$ cat src/rtl/seq_detector_param.sv
// Clocked serial bit-pattern detector with runtime pattern, length and overlap mode.
// Optional match counter is built only when SEQDET_COUNT_EN is defined.
module seq_detector_param #(
  parameter int PAT_W = 4,
  parameter int CNT_W = 8,
  localparam int LEN_W = $clog2(PAT_W) + 1
) (
  input  logic             clk,
  input  logic             rst_n,
  input  logic             cfg_we,
  input  logic [PAT_W-1:0] cfg_pattern,
  input  logic [LEN_W-1:0] cfg_len,
  input  logic             cfg_overlap,
  input  logic             in_valid,
  input  logic             in_bit,
  input  logic             cnt_clr,
  output logic             armed,
  output logic [LEN_W-1:0] fill,
  output logic             match,
  output logic [CNT_W-1:0] match_count
);

  typedef enum logic {IDLE = 1'b0, ARMED = 1'b1} state_t;

  state_t           state_q, state_d;
  logic [PAT_W-1:0] pat_q, pat_d;
  logic [LEN_W-1:0] len_q, len_d;
  logic             ovl_q, ovl_d;
  logic [PAT_W-1:0] hist_q, hist_d;
  logic [LEN_W-1:0] fill_q, fill_d;
  logic             match_q;
  logic             hit;
  logic [PAT_W-1:0] shifted;
  logic [PAT_W-1:0] mask;
  logic [LEN_W-1:0] fill_inc;

  // Config strobe has priority over a simultaneous data bit, which is dropped.
  always_comb begin
    state_d  = state_q;
    pat_d    = pat_q;
    len_d    = len_q;
    ovl_d    = ovl_q;
    hist_d   = hist_q;
    fill_d   = fill_q;
    hit      = 1'b0;
    shifted  = {hist_q[PAT_W-2:0], in_bit};
    fill_inc = (fill_q < len_q) ? fill_q + 1'b1 : len_q;
    mask     = '0;
    for (int i = 0; i < PAT_W; i++) begin
      mask[i] = (i < int'(len_q));
    end
    if (cfg_we) begin
      pat_d   = cfg_pattern;
      len_d   = cfg_len;
      ovl_d   = cfg_overlap;
      hist_d  = '0;
      fill_d  = '0;
      state_d = ((cfg_len != '0) && (cfg_len <= LEN_W'(PAT_W))) ? ARMED : IDLE;
    end else if ((state_q == ARMED) && in_valid) begin
      hist_d = shifted;
      if ((fill_inc == len_q) && (((shifted ^ pat_q) & mask) == '0)) begin
        hit = 1'b1;
      end
      // Non-overlap: zero fill so stale history can never complete a match.
      fill_d = (hit && !ovl_q) ? '0 : fill_inc;
    end
  end

  always_ff @(posedge clk or negedge rst_n) begin
    if (!rst_n) begin
      state_q <= IDLE;
      pat_q   <= '0;
      len_q   <= '0;
      ovl_q   <= 1'b0;
      hist_q  <= '0;
      fill_q  <= '0;
      match_q <= 1'b0;
    end else begin
      state_q <= state_d;
      pat_q   <= pat_d;
      len_q   <= len_d;
      ovl_q   <= ovl_d;
      hist_q  <= hist_d;
      fill_q  <= fill_d;
      match_q <= hit;
    end
  end

`ifdef SEQDET_COUNT_EN
  logic [CNT_W-1:0] count_q;

  // Clear beats a same-cycle match; count saturates at all-ones.
  always_ff @(posedge clk or negedge rst_n) begin
    if (!rst_n) begin
      count_q <= '0;
    end else if (cnt_clr) begin
      count_q <= '0;
    end else if (hit && (count_q != {CNT_W{1'b1}})) begin
      count_q <= count_q + 1'b1;
    end
  end

  assign match_count = count_q;
`else
  logic unused_cnt_clr;
  assign unused_cnt_clr = cnt_clr;
  assign match_count    = '0;
`endif

  assign armed = (state_q == ARMED);
  assign fill  = fill_q;
  assign match = match_q;

endmodule

$ cat config.mk
export PLATFORM = sky130hd
export DESIGN_NAME = seq_detector_param
export DESIGN_NICKNAME = d
export VERILOG_FILES = /design/src/rtl/seq_detector_param.sv
export SDC_FILE = /design/constraint.sdc
export NUM_CORES = 1
export LEC_CHECK = 0
export ABC_CLOCK_PERIOD_IN_PS = 2900
export CORE_ASPECT_RATIO = 1.4
export CORE_UTILIZATION = 50
export CTS_CLUSTER_DIAMETER = 50
export DETAILED_ROUTE_END_ITERATION = 10
export HOLD_SLACK_MARGIN = 0.1
export PLACE_DENSITY = 0.87
export SYNTH_ARGS = -nofsm -noshare
export SYNTH_HDL_FRONTEND = slang
export SYNTH_SLANG_ARGS = --single-unit
$ cat constraint.sdc
create_clock -name clk -period 2.9 [get_ports clk]
set_input_delay 0.58 -clock clk [delete_from_list [all_inputs] [get_ports clk]]
set_output_delay 0.58 -clock clk [all_outputs]
set_load 0.01 [all_outputs]
==> reports/qor.txt <==
pin count of the biggest net entering global routing - 18
P_int - 0.361 mW
fraction of layout cells with a size suffix above 1 - 8.11%
Slew Viols, Final - 0
total track usage - 20.3%
clock power share - 21.7%
Routed WL - 1.77 mm
Psw - 0.158 mW
Layout fillers - 158
Critical Path Sink Type - output pin
PwrDens - 468 mW/mm^2
Resize count post-CTS - 0
most frequent cells in the layout - clkdlybuf4s50_1 (17), dfrtp_1 (16), nand2_1 (10)
DR iter-0 viols - 13
CP Data Arrival Time - 1360 ps
hold buffers post-CTS - 0
Flop pwr share - 51.2%
Initial DRT Pass Iterations - 4
Post-route DRC - 0
Clock Skew - 6.85 ps
worst-margin pin slew - 711 ps
Switching Share - 30.5%
Gate power share - 27.1%
drt wl/cell - 13.5 um
Critical Path Slowest Stage Cell - clkdlybuf4s50_1
Area Growth Syn to Fin - 18.0%
CP Max Fanout - 6
Yosys reg bits - 16
Max-slew headroom - 52.4%
ANT nets after route - 0
deepest clock path buffer count - 2
I/O pins - 27
# Max-Cap Violations - 0
worst hold path class - flop to flop
Post-Syn Area - 940 sq um
placed inst area - 0.00109 sq mm
post-route core utilization - 63.1%
CP Buf/Inv Count - 1
register area - 400 sq um
Inserted Clock Buffers - 3
period utilization - 67.0%
IO Port Bufs - 17
commonest non-fill, non-tap cell in the layout - clkdlybuf4s50_1
Post-DP HPWL - 1.36 mm
H-tree levels - 1
sequential area share after synthesis - 42.6%
Clk Latency, worst-skew pair - 290 ps
CP peak stage delay - 590 ps
placed cells - 128
synth unique cells - 30
LEAKAGE - 0.480 nW
Post-CTS Setup Repair Bufs - 0
total grt overflow - 0
RSZ-0062 raised after global routing - no
vias in the first global route - 683
syn avg cell area - 10.0 sq um
total number of vias - 721
Design Area, Final - 0.00111 sq mm
outcome - finished clean
Starting Density - 53.5%
Ys Warns - 0
setup_tns - 0 ps
Die Footprint - 0.00206 sq mm
ant diodes - 0
Die Wd - 38.6 um
Fmax - 515 MHz
final hold violations - 0
CTS tree - built
Worst Path Required - 2320 ps
post-route non-filler standard cell count - 131
Final Wtd Congestion - 0.764
Via density - 5.50
Post-Synthesis Cells - 94
total power draw - 0.519 mW
Die Height - 53.3 um
WHS - 521 ps
row cnt - 18
area of the core - 0.00176 sq mm
global-route wire length before repair - 2.83 mm
crit path time final - 1940 ps
clock sink total - 16
setup violators final - 0
Layout Nets - 130
Setup CP Type - flop to output pin
worst-path cell chain - clkdlybuf4s50_1
delay-heaviest family, CP - buffers and inverters
CTS root buf - clkbuf_4
area occupied by multi-input gates - 475 sq um
VDD IR max - 0.000308 V
antenna violations before repair - 0
Placement Setup Slack - 830 ps
crit start category - flop
PnR worst setup slack - 957 ps
CTS clk-pin slew, worst paths - 90 ps
==> cells in the mapped netlist <==
cell type | number | area, sq um
dfrtp_1 | 16 | 400
conb_1 | 1 | 3.75
nor3_1 | 1 | 5.00
mux2_1 | 5 | 56.3
mux2i_1 | 1 | 10.0
buf_6 | 1 | 11.3
xor3_1 | 1 | 23.8
o22a_1 | 1 | 8.76
nand3_1 | 4 | 20.0
xnor2_2 | 1 | 16.3
xor2_1 | 2 | 17.5
o21ai_2 | 1 | 8.76
a21oi_1 | 8 | 40.0
nor2b_1 | 1 | 6.26
a31oi_1 | 1 | 6.26
nor3_2 | 1 | 10.0
xnor2_1 | 4 | 35.0
a2bb2oi_1 | 1 | 8.76
nor3b_1 | 1 | 7.51
mux2_2 | 1 | 11.3
clkbuf_1 | 1 | 3.75
nand2_2 | 1 | 6.26
o21ai_1 | 5 | 25.0
o2111ai_2 | 1 | 15.0
buf_4 | 8 | 60.1
nor2_1 | 7 | 26.3
o22ai_1 | 1 | 6.26
inv_1 | 4 | 15.0
nand2_1 | 10 | 37.5
ha_1 | 3 | 37.5
==> power by group through the flow <==
stage	registers, mW	clock network, mW	logic (mW)
CTS	0.265	0.118	0.141
global route	0.268	0.127	0.154
global placement	0.268	0	0.134
detailed placement	0.270	0	0.139
floorplan	0.266	0	0.0988
finish	0.266	0.113	0.141
==> sequential cells by signal, summed over array words and instances (netlist names) <==
signal / count
len_q: 3
match: 1
fill: 3
armed: 1
ovl_q: 1
hist_q: 3
pat_q: 4
==> final timing paths <==
kind                       startpoint        to  slack, ps  cells past startpoint
setup / recovery              fill[0]   fill[0]        960                      1
hold / removal                  ovl_q     ovl_q        520                      2
setup reg to reg              fill[0]   fill[2]        990                      6
hold reg to reg                 ovl_q     ovl_q        520                      2
max in group asynchronous       rst_n  pat_q[1]       1730                      1
min in group asynchronous       rst_n  len_q[2]        710                      1
==> cells by family (layout without fill, tap and decap cells) <==
logic type                 Yosys count  after routing  share of synthesized area, %
and+or+nand+nor                     26             26                          12.7
AOI/OAI and AO/OA                   19             19                          12.7
DFF                                 16             16                          42.6
buffers and inverters               14             24                          9.59
xor gates and xnor gates             8              8                          9.85
muxes                                7              7                          8.26
adders and majority gates            3              3                          4.00
other                                1              8                         0.399
==> metal layers <==
metal  part of all wire, %  wire, um  up-vias  global-route usage (%)
met4                   2.2        39        0                    12.1
met1                    36       637      352                    21.3
met5                     0         0        -                       0
met2                    58      1020       26                    34.7
met3                   4.0        70        5                    5.46
li1                      -         -      338                       -
==> final cells by class <==
cell class,instances,area share (%)
clock buffers,3,2.03
inverters,4,1.35
multi-input cells,71,42.9
flip-flops and latches,16,36.1
well taps,20,2.26
repair buffers,17,15.3
Note: power is estimated with default switching activity, not from simulation.
